==> config.mk <==
export PLATFORM = sky130hd
export DESIGN_NAME = smith_waterman_rd_sched
export DESIGN_NICKNAME = d
export VERILOG_FILES = /design/src/rtl/smith_waterman_pkg.sv /design/src/rtl/smith_waterman_rr_arb.sv /design/src/rtl/smith_waterman_rd_sched.sv
export SDC_FILE = /design/constraint.sdc
export NUM_CORES = 1
export LEC_CHECK = 0
export ABC_AREA = 1
export BUFFER_PORTS_ARGS = -buffer_cell sky130_fd_sc_hd__buf_2
export CORE_MARGIN = 4
export CORE_UTILIZATION = 47
export CTS_BUF_LIST = sky130_fd_sc_hd__clkbuf_8
export DETAILED_ROUTE_END_ITERATION = 8
export HOLD_SLACK_MARGIN = 0.02
export PLACE_DENSITY = 0.68
export SYNTH_ARGS = -nofsm -noshare
export SYNTH_HDL_FRONTEND = slang
export SYNTH_SLANG_ARGS = --single-unit
export TNS_END_PERCENT = 20
==> constraint.sdc <==
create_clock -name clk -period 15.2 [get_ports clk]
set_input_delay 1.52 -clock clk [delete_from_list [all_inputs] [get_ports clk]]
set_output_delay 1.52 -clock clk [all_outputs]
set_load 0.01 [all_outputs]
==> src/rtl/smith_waterman_pkg.sv <==
// smith_waterman_pkg: shared types, defaults and completion-word layout for the Smith-Waterman AFU
package smith_waterman_pkg;
  localparam int HC_ADDR_W = 42;
  localparam int BUF_SIZE_W = 32;
  localparam int MAX_OUTSTANDING_DEF = 64;
  localparam int MDATA_W = 16;
  localparam int CW_DONE_BIT = 63;
  localparam int CW_COUNT_W = 63;
  typedef logic [HC_ADDR_W-1:0] t_hc_address;
  typedef logic [BUF_SIZE_W-1:0] t_buf_size;
  typedef enum logic [2:0] {S_IDLE, S_ISSUE, S_DRAIN, S_WR, S_WR_WAIT} t_sched_state;
  function automatic logic [63:0] completion_word(input logic [CW_COUNT_W-1:0] count);
    logic [63:0] w;
    w = '0;
    w[CW_DONE_BIT] = 1'b1;
    w[CW_COUNT_W-1:0] = count;
    return w;
  endfunction
endpackage

==> src/rtl/smith_waterman_rr_arb.sv <==
// smith_waterman_rr_arb: N-way round-robin arbiter, searching from the entry after the last grant
module smith_waterman_rr_arb #(
  parameter int N = 2,
  parameter int IDX_W = (N > 1) ? $clog2(N) : 1
) (
  input  logic             clk,
  input  logic             reset,
  input  logic             clr,
  input  logic [N-1:0]     elig,
  input  logic             adv,
  output logic [N-1:0]     grant,
  output logic [IDX_W-1:0] idx
);
  logic [IDX_W-1:0] last, ci;
  int c;
  // walk from farthest to nearest so the nearest eligible entry after last wins
  always_comb begin
    idx = '0;
    c = 0;
    ci = '0;
    for (int k = N; k >= 1; k--) begin
      c = (int'(last) + k) % N;
      ci = IDX_W'(c);
      if (elig[ci]) idx = ci;
    end
    grant = (|elig) ? (N'(1) << idx) : '0;
  end
  always_ff @(posedge clk) begin
    if (reset || clr) last <= IDX_W'(N - 1);
    else if (adv) last <= idx;
  end
endmodule

==> src/rtl/smith_waterman_rd_sched.sv <==
// smith_waterman_rd_sched: walks the buffer table issuing c0 line reads round-robin under a credit limit,
// drains outstanding reads, then posts the completion word to the DSM line.
module smith_waterman_rd_sched
  import smith_waterman_pkg::*;
#(
  parameter int NUM_BUF = 2,
  parameter int ADDR_W = $bits(t_hc_address),
  parameter int SIZE_W = $bits(t_buf_size),
  parameter int MAX_OUTSTANDING = MAX_OUTSTANDING_DEF
) (
  input  logic                             clk,
  input  logic                             reset,
  input  logic                             start,
  input  logic [ADDR_W-1:0]                dsm_base,
  input  logic [NUM_BUF-1:0][ADDR_W-1:0]   buf_addr,
  input  logic [NUM_BUF-1:0][SIZE_W-1:0]   buf_size,
  output logic                             rd_req_valid,
  output logic [ADDR_W-1:0]                rd_req_addr,
  output logic [MDATA_W-1:0]               rd_req_mdata,
  input  logic                             rd_almfull,
  input  logic                             rd_rsp_valid,
  output logic                             wr_req_valid,
  output logic [ADDR_W-1:0]                wr_req_addr,
  output logic [63:0]                      wr_req_data,
  input  logic                             wr_almfull,
  input  logic                             wr_ack,
  output logic                             busy,
  output logic                             done
);
  localparam int IDX_W = (NUM_BUF > 1) ? $clog2(NUM_BUF) : 1;
  localparam int OST_W = $clog2(MAX_OUTSTANDING) + 1;
  localparam int OFF_W = MDATA_W - IDX_W;
  localparam int TOT_W = SIZE_W + IDX_W;

  t_sched_state state, state_n;
  logic [ADDR_W-1:0] sh_addr [NUM_BUF];
  logic [SIZE_W-1:0] sh_size [NUM_BUF];
  logic [SIZE_W-1:0] offset [NUM_BUF];
  logic [ADDR_W-1:0] sh_dsm;
  logic [OST_W-1:0] outstanding;
  logic [TOT_W-1:0] total;
  logic [NUM_BUF-1:0] elig, grant;
  logic [IDX_W-1:0] idx;
  logic any, launch, issue, wr_fire, rsp_dec;

  always_comb begin
    elig = '0;
    for (int i = 0; i < NUM_BUF; i++) elig[i] = offset[i] < sh_size[i];
  end

  smith_waterman_rr_arb #(.N(NUM_BUF), .IDX_W(IDX_W)) u_arb (
    .clk(clk),
    .reset(reset),
    .clr(launch),
    .elig(elig),
    .adv(issue),
    .grant(grant),
    .idx(idx)
  );

  assign any = |grant;

  always_comb begin
    launch = (state == S_IDLE) && start;
    issue = (state == S_ISSUE) && any && !rd_almfull && (outstanding < OST_W'(MAX_OUTSTANDING));
    wr_fire = (state == S_WR) && !wr_almfull;
    // floor at zero: responses with nothing outstanding (e.g. after a mid-job reset) are dropped
    rsp_dec = rd_rsp_valid && (outstanding != '0);
    state_n = state;
    case (state)
      S_IDLE:    state_n = start ? S_ISSUE : S_IDLE;
      S_ISSUE:   state_n = any ? S_ISSUE : S_DRAIN;
      S_DRAIN:   state_n = (outstanding == '0) ? S_WR : S_DRAIN;
      S_WR:      state_n = wr_fire ? S_WR_WAIT : S_WR;
      S_WR_WAIT: state_n = wr_ack ? S_IDLE : S_WR_WAIT;
      default:   state_n = S_IDLE;
    endcase
  end

  always_ff @(posedge clk) begin
    if (reset) state <= S_IDLE;
    else state <= state_n;
  end

  always_ff @(posedge clk) begin
    if (reset) begin
      outstanding <= '0;
      total <= '0;
      busy <= 1'b0;
      done <= 1'b0;
      rd_req_valid <= 1'b0;
      rd_req_addr <= '0;
      rd_req_mdata <= '0;
      wr_req_valid <= 1'b0;
      wr_req_addr <= '0;
      wr_req_data <= '0;
      sh_dsm <= '0;
      for (int i = 0; i < NUM_BUF; i++) begin
        sh_addr[i] <= '0;
        sh_size[i] <= '0;
        offset[i] <= '0;
      end
    end else begin
      rd_req_valid <= issue;
      wr_req_valid <= wr_fire;
      outstanding <= outstanding + OST_W'(issue) - OST_W'(rsp_dec);
      if (launch) begin
        sh_dsm <= dsm_base;
        outstanding <= '0;
        total <= '0;
        done <= 1'b0;
        busy <= 1'b1;
        for (int i = 0; i < NUM_BUF; i++) begin
          sh_addr[i] <= buf_addr[i];
          sh_size[i] <= buf_size[i];
          offset[i] <= '0;
        end
      end
      if (issue) begin
        rd_req_addr <= sh_addr[idx] + ADDR_W'(offset[idx]);
        rd_req_mdata <= {idx, offset[idx][OFF_W-1:0]};
        offset[idx] <= offset[idx] + SIZE_W'(1);
        total <= total + TOT_W'(1);
      end
      if (wr_fire) begin
        wr_req_addr <= sh_dsm;
        wr_req_data <= completion_word(CW_COUNT_W'(total));
      end
      if (state == S_WR_WAIT && wr_ack) begin
        done <= 1'b1;
        busy <= 1'b0;
      end
    end
  end
endmodule

---- After elaboration in Yosys (flattened, before gate mapping) ----
Memories as Yosys holds them, arrays and structs flattened.
Cells that the tools add are included.
operators by class
  $add $sub $neg .......................... 7
  $mul .................................... 0
  div/mod/pow operators ................... 0
  magnitude comparators ................... 5
  equality and inequality tests ........... 4
  shifts and indexed selects .............. 1
  muxes and demuxes ....................... 34
  bitwise operators ....................... 6
  reduce and logical (&&, ||, !) cells .... 20
operators with widths
  operator               number
  $mux 32                5
  $mux 42                2
  $mux 33                2
  $lt 32x32->1           2
  $add 42x32->42         1
  $add 33x1->33 const B  1
  $add 32x1->32 const B  1
  $reduce_or 32->1       1
  $mux 1                 20
  $pmux 3 s5             1
  $reduce_or 2->1        4
  $add 7x1->7            1
  $logic_and 1x1->1      7
  $logic_not 7->1        1
  $lt 7x7->1 const B     1
  $reduce_bool 7->1      1
  $sub 7x1->7            1
  $eq 3x2->1 const B     2
  $mux 3                 2
  $or 1x1->1             6
  $lt 1x2->1 const B     2
  $mux 2                 2
  $reduce_bool 2->1      2
  $eq 3x1->1 const B     1
  other kinds (6)        8
storage, ports and cells
  flip-flop bits (word level) ............. 224
  latch bits .............................. 0
  memory bits (writable) .................. 212
  memory bits (read-only) ................. 0
  bits of input ports ..................... 197
  output and inout port bits .............. 168
  logic and storage cells ................. 93
  memories ................................ 3
memory list
  name     depth  bits a word  read ports  clocked after memory_dff  wr ports  line                           RTL
  sh_addr  2      42           1           0                         2         smith_waterman_rd_sched.sv:36  logic [ADDR_W-1:0] sh_addr [NUM_BUF];
  offset   2      32           3           0                         2         smith_waterman_rd_sched.sv:38  logic [SIZE_W-1:0] offset [NUM_BUF];
  sh_size  2      32           2           0                         2         smith_waterman_rd_sched.sv:37  logic [SIZE_W-1:0] sh_size [NUM_BUF];

---- Longest topological paths before layout ----
Gate-level depths: netlist (run 1).
An unclocked memory read counts as a cell.
  depth in word-level cells ............... 17
  gate-level depth with buffers ........... 41
  gate-level depth less buffers ........... 37

---- By module ----
A second synthesis (run 1) with hierarchy kept.
unflattened totals
  cell total of the unflattened synthesis .. 3002
  area, all modules ....................... 23342.4 um2
by module, submodules not included
  module                   instances  cells an instance  area an instance (um2)  sequential area each (um2)
  smith_waterman_rd_sched  1          2988               23261.1                 10830.4
  smith_waterman_rr_arb    1          14                 81.3                    20.0

---- Worst setup path before layout (run 1) ----
Ideal clock, no wire load.
  path type ............................... in2reg
  start point ............................. input port start
  end point ............................... memory sh_addr[0][0] in the netlist's numbering (enable)
  setup time .............................. 1400 ps
  arrival time ............................ 4999 ps
  data required time ...................... 13800 ps
  path slack .............................. 8800 ps
  stages on the path ...................... 4
  path buffers ............................ 0
  cells stage by stage .................... nand3_1 > inv_2 > nor2_1 > clkinv_1
RTL lines
  element          line                           RTL
  start, declared  smith_waterman_rd_sched.sv:13  input logic start,
  end, declared    smith_waterman_rd_sched.sv:36

==> impl_metrics.yaml, run 1 <==
final_layout:
  diodes: 0
  area_delta_synth_final_pct: 15.70
  layout.nets: 3326
  stdcell_area_sq_mm: 0.02543
  drive_gt1_frac: 0.1710
  fin_cells: 3681
timing:
  worst_pin_slew_ns: 1.037
  skew_ns: 0.02954
  setup_viol: 0
  period_minus_slack_ns: 5.736
  finalCritPeriodShare: 0.3774
  holdWs_ns: 0.4445
  timing.fmax_mhz: 174.3
  finalSetupTns_ns: 0
  slew_viol_final: 0
  worst_slack_ns: 9.464
  hold_viol: 0
  relSlewSlack: 0.3084
  grt_setup_unrepaired: "no"
pwr:
  clock_power_share: 0.304
  p_int_mw: 2.188
  switchingPower_mw: 1.177
  pwr-share-comb: 0.275
  seq_power_share: 0.421
  power_density_mw_per_mm2: 132.3
  peakVddDrop_mv: 0.1095
  p_sw_frac: 0.3498
  p_leak_nw: 12.38
floorplanning:
  rows: 78
  coreArea_sq_mm: 0.04577
  io_pins: 365
  die-area_sq_mm: 0.05029
  die_h_um: 224.2
  initial_core_util: 0.4802
  die_x_um: 224.2
global_route:
  gr-usage-met2: 0.4065
  busiest_layer: "met2"
  gr-total-overflow: 0
  antenna_found_initial: 1
  grt_max_degree: 103
  grt_pass1_vias: 18260
  grt_use_met3: 0.04986
  grt_use_total: 0.2437
  grt_pass1_wl_mm: 97.53
  grtUsageMet1: 0.3082
detailed_routing:
  drt_iter0_drc: 1467
  routed_via_density: 5.094
  first_pass_iters: 6
  wl_per_cell_um: 17.23
  vias: 18750
  wl_mm: 63.42
  drc: 0
  antenna_left: 0
hold_path:
  min_to: "wr_req_addr[41]"
  hold_start: "sh_dsm[41]"
  holdPathStages: 2
  holdCritPathClass: "reg -> reg"
synth:
  synth-seq-cells: 436
  ys_types: 66
  synth.largest_area_cell: "edfxtp_1"
  syn_avg_cell_area_sq_um: 8.143
  yosysMostFrequentCell: "nand2_1"
  synth_edf_count: 212
  netlist.area_leader.share: 0.2897
  synth_area_leaders: "edfxtp_1 29%, dfxtp_1 20%, nand2_1 9.0%"
  yosys_warnings: 0
  synthCells: 2699
  ys_seq_area_frac: 0.4937
  synthTopCellsByCount: "526 x nand2_1, 455 x nor2_1, 354 x inv_1"
  syn-cell-area_sq_mm: 0.02198
  async_flop_share: 0
  synth_flop_cell: "dfxtp_1"
setup_path:
  reg2reg_depth: 25
  path_max_fanout: 68
  r2r-end: "rd_req_addr[31]"
  critPathLaunchType: "flop"
  critical_path_class: "reg -> reg"
  arrival_ns: 6.27
  worstPathRequired_ns: 15.74
  reg2reg_slack_ns: 9.46
  r2r_start: "offset[1][21]"
  setup.worst_path.start: "offset[1][21]"
  critical_path.endpoint_type: "flop"
placement:
  place_ws_ns: 9.537
  place.port_buffers: 334
  numPlacedInstances: 3545
  place_congestion: 0.9450
  place_area_sq_mm: 0.02399
  hpwl_mm: 45.80
run:
  drv_cap: 0
clock_tree:
  clkTransAtPathRegs_ns: 0.05
  numCtsBuffers: 76
  post_cts_resized: 0
  cts_tree: "built"
  clock_sinks: 436
  hold_buffers: 0
  root_buffer: "clkbuf_8"
  htree_levels: 3
  post_cts_buffers: 0
  clk_latency_ns: 0.67
  cts.path.max_buffers: 3
status:
  status: "completed"
[worst max-delay path by stage]
| stage | end | cells after the start | slack [ns] |
|---|---|---|---|
| finish | rd_req_addr[31] | 25 | 9.46 |
| global route | rd_req_addr[34] | 30 | 8.94 |
| CTS | rd_req_addr[31] | 25 | 9.52 |
| detailed placement | rd_req_addr[31] | 25 | 9.54 |
| global placement | rd_req_addr[31] | 26 | 9.85 |
| floorplan | sh_addr[0][0] | 4 | 8.80 |
[metrics by stage]
step / power [mW] / utilization
2_1_floorplan: 2.077 / -
3_3_place_gp: 2.342 / 0.5242
3_5_place_dp: 2.358 / 0.5242
4_1_cts: 3.388 / 0.5556
5_1_grt: 3.566 / 0.5556
6_report: 3.364 / 0.5556
[critical path: stages (launching register included)]
cell and delay, ns:
edfxtp_1 0.41, ha_1 0.32, nand2_1 0.05, nor2_1 0.16, nand4_1 0.14, nor3_2 0.33
a21oi_4 0.14, nand2_4 0.32, buf_4 0.71, o21ai_0 0.27, ha_1 0.35, nand2_1 0.05
nor2_1 0.08, a211oi_1 0.08, o21ai_0 0.32, a21oi_1 0.10, o21ai_0 0.47, nand4_1 0.19
o21ai_1 0.31, nand2_1 0.09, nand2_1 0.12, nand2_1 0.09, nand3_1 0.08, nand2_1 0.05
nor2_1 0.20, nor2_1 0.06
[cell usage in the layout, fill, tap and decap left out, types with 29 or more instances in the layout]
cell / count
edfxtp_1: 212
nor2_1: 453
inv_1: 378
nand3_1: 92
buf_2: 334
a21oi_1: 171
nand2_1: 524
clkbuf_8: 87
o21ai_0: 181
dfxtp_1: 224
ha_1: 104
xor2_1: 29
conb_1: 30
[final cells by class]
cell class | count | area (sq um)
Tap cell | 600 | 750.7
Sequential cell | 436 | 10850
Clock buffer | 87 | 1197
Timing Repair Buffer | 349 | 1784
Fill cell | 4229 | 20340
Clock inverter | 49 | 240.2
Multi-Input combinational cell | 1790 | 9209
Inverter | 370 | 1398
[metal layers]
metal,vias to the layer above,routed length (um)
li1,9324,-
met1,8591,26350
met2,679,30040
met3,156,4279
met4,0,2744
met5,-,0
[sequential cells by signal, summed over array words and instances, names as in the netlist, 3 cells and up]
signal        cells
sh_dsm           42
wr_req_data      34
total            33
outstanding       7
rd_req_addr      42
rd_req_mdata     16
sh_addr          84
wr_req_addr      42
offset           64
sh_size          64
state             3
[logic make-up (layout without fill, tap and decap cells)]
group / count (synthesis) / count (layout) / synth area share
other: 1 / 30 / 0.0001706
AND/OR/NAND/NOR: 1172 / 1172 / 0.2221
XOR/XNOR: 54 / 54 / 0.02152
AO/OA/AOI/OAI: 428 / 428 / 0.1079
buffers and inverters: 502 / 855 / 0.09365
flip-flops: 436 / 436 / 0.4937
adder cells (fa/ha/maj): 106 / 106 / 0.06103
[power groups by stage]
| stage | Combinational (mW) | Sequential [mW] | Clock [mW] |
|---|---|---|---|
| finish | 0.927 | 1.41 | 1.02 |
| detailed placement | 0.920 | 1.44 | 0 |
| global route | 1.04 | 1.42 | 1.10 |
| floorplan | 0.643 | 1.43 | 0 |
| global placement | 0.908 | 1.43 | 0 |
| CTS | 0.925 | 1.41 | 1.05 |
Power figures use the tool's default switching activity.
==> run 2: changes to the inputs <==
--- a/config.mk
+++ b/config.mk
@@ -12,7 +12,7 @@
 export CTS_BUF_LIST = sky130_fd_sc_hd__clkbuf_8
 export DETAILED_ROUTE_END_ITERATION = 8
 export HOLD_SLACK_MARGIN = 0.02
-export PLACE_DENSITY = 0.68
+export PLACE_DENSITY = 0.71
 export SYNTH_ARGS = -nofsm -noshare
 export SYNTH_HDL_FRONTEND = slang
 export SYNTH_SLANG_ARGS = --single-unit
==> constraint.sdc (replaced) <==
create_clock -name clk -period 5 [get_ports clk]
set_input_delay 0.5 -clock clk [delete_from_list [all_inputs] [get_ports clk]]
set_output_delay 0.5 -clock clk [all_outputs]
set_load 0.01 [all_outputs]
==> run 2 against run 1 <==
Effect of this change:
- sequential power grew to 3.0 times the previous value
- largest cell class unchanged
- first-iteration DRC count is 8.5% higher
- worst setup slack got worse by 9.2 ns
- clock-buffer cell count did not move
- sequential share of layout area decreased by 0.36 points
- clock skew grew 0.0049 ns
==> impl_metrics.yaml, run 2 (synthesis results as in run 1) <==
detailed_routing:
  antenna_left: 0
  wl_mm: 63.65
  routed_via_density: 5.117
  vias: 18940
  drc: 0
  first_pass_iters: 5
  drt_iter0_drc: 1591
  wl_per_cell_um: 17.20
floorplanning:
  rows: 78
  die-area_sq_mm: 0.05029
  die_x_um: 224.2
  coreArea_sq_mm: 0.04577
  io_pins: 365
  die_h_um: 224.2
  initial_core_util: 0.4802
final_layout:
  stdcell_area_sq_mm: 0.02565
  reg_top3: "sh_addr (84), offset (64), sh_size (64)"
  nFillCells: 4236
  area_delta_synth_final_pct: 16.69
  drive_gt1_frac: 0.1742
  top_register: "sh_addr"
  layout.nets: 3340
  mostFrequentLayoutCells: "525 x nand2_1, 453 x nor2_1, 381 x inv_1, 334 x buf_2, 224 x dfxtp_1"
  multi_input_comb_area_sq_mm: 0.009220
  fin_util: 0.5603
  fin_cells: 3701
  largest_register_ffs: 84
  final_common_cell: "nand2_1"
  ff_latch_area_sq_mm: 0.01085
global_route:
  gr-total-overflow: 0
  gr-usage-met2: 0.4148
  grt_use_met3: 0.04920
  grt_max_degree: 111
  antenna_found_initial: 1
  grtUsageMet1: 0.3117
  busiest_layer: "met2"
  grt_pass1_wl_mm: 98.95
  grt_pass1_vias: 18740
  grt_use_total: 0.2464
run:
  drv_cap: 0
placement:
  numPlacedInstances: 3551
  place.port_buffers: 334
  place_congestion: 0.9346
  place_area_sq_mm: 0.02406
  hpwl_mm: 46.28
pwr:
  p_leak_nw: 12.50
  total_power_mw: 10.42
  power_density_mw_per_mm2: 406.4
  peakVddDrop_mv: 0.3109
timing:
  finalSetupTns_ns: 0
  skew_ns: 0.03448
  slew_viol_final: 0
  finalCritPeriodShare: 0.9443
  hold_viol: 0
  period_minus_slack_ns: 4.722
  worst_pin_slew_ns: 1.168
  grt_setup_unrepaired: "no"
  timing.fmax_mhz: 211.8
  setup_viol: 0
  relSlewSlack: 0.2214
setup_path:
  crit_path_max_incr_delay_ns: 0.48
  critical_path_class: "reg -> reg"
  critical_path.endpoint_type: "flop"
  setup.worst_path.start: "offset[0][7]"
  worstPathRequired_ns: 5.54
  r2r_start: "offset[0][7]"
  critPathSlowestCell: "edfxtp_1"
  critPathMostFrequentCell: "nand2_1"
  arrival_ns: 5.26
  path_max_fanout: 34
  critPathLaunchType: "flop"
clock_tree:
  post_cts_buffers: 0
  clock_sinks: 436
  htree_levels: 3
  cts.path.max_buffers: 3
  cts_tree: "built"
  root_buffer: "clkbuf_8"
  clk_latency_ns: 0.67
  clkTransAtPathRegs_ns: 0.06
  numCtsBuffers: 78
status:
  status: "completed"
hold_path:
  hold_start: "dsm_base[23]"
  holdCritPathClass: "in -> reg"
==> run 2: cell count changes in the layout (fill, tap and decap cells not counted), moves of 2 or more <==
cell           previous run  this run
clkinv_1                 12         9
buf_12                    0         2
clkinv_2                  9        12
inv_6                     2         4
o21ai_0                 181       179
inv_1                   378       381
buf_4                    15        19
dlygate4sd3_1             0         6
o21ai_1                   5         7
==> run 2: cell type report <==
cell class	count	share of cell area
multi-input cells	1790	0.3595
clock buffers	87	0.04669
diodes	1	0.00009758
clock inverters	56	0.01220
inverters	370	0.05450
repair buffers	361	0.07465
flip-flops and latches	436	0.4231
well taps	600	0.02927
==> run 2: per-stage QoR <==
stage	hold slack, ns	setup slack, ns
floorplan	0.4195	0.6120
global placement	0.4287	0.2503
detailed placement	0.4325	0.2664
CTS	0.02011	0.2387
global route	0.03673	0.02195
finish	0.06684	0.2785
==> run 2: worst paths after layout <==
path / cells past startpoint / to / slack [ns]
min: 3 / sh_dsm[23] / 0.07
min reg2reg: 2 / sh_dsm[4] / 0.45
max reg2reg: 25 / rd_req_addr[38] / 0.28
max: 25 / rd_req_addr[38] / 0.28
==> run 2: timing repair <==
| item | CTS | global route |
|---|---|---|
| hold endpoints to repair | 6 | 0 |
| hold buffers | 6 | 0 |
| endpoints found under the setup margin | 0 | 19 |
| resized for setup | 0 | 4 |
==> run 2: critical path, delay by kind of cell (launching register included) <==
family	cells	cell delay (ns)
buf+inv	3	0.60
compound gates	4	0.81
flops	1	0.48
simple gates	16	1.89
fa+ha+maj	2	0.80
==> run 2: report_power, final <==
group          switching, mW  internal, mW  total, mW  leakage [nW]
combinational           1.95         0.919       2.87          7.49
sequential             0.172          4.13       4.30          4.12
clock                   1.54          1.72       3.26         0.889
==> run 2: metal layers <==
metal	vias up	part of all wire	wire length [um]
li1	9344	-	-
met1	8780	0.41	26410
met2	665	0.47	30080
met3	150	0.070	4427
met4	0	0.043	2726
met5	-	0	0
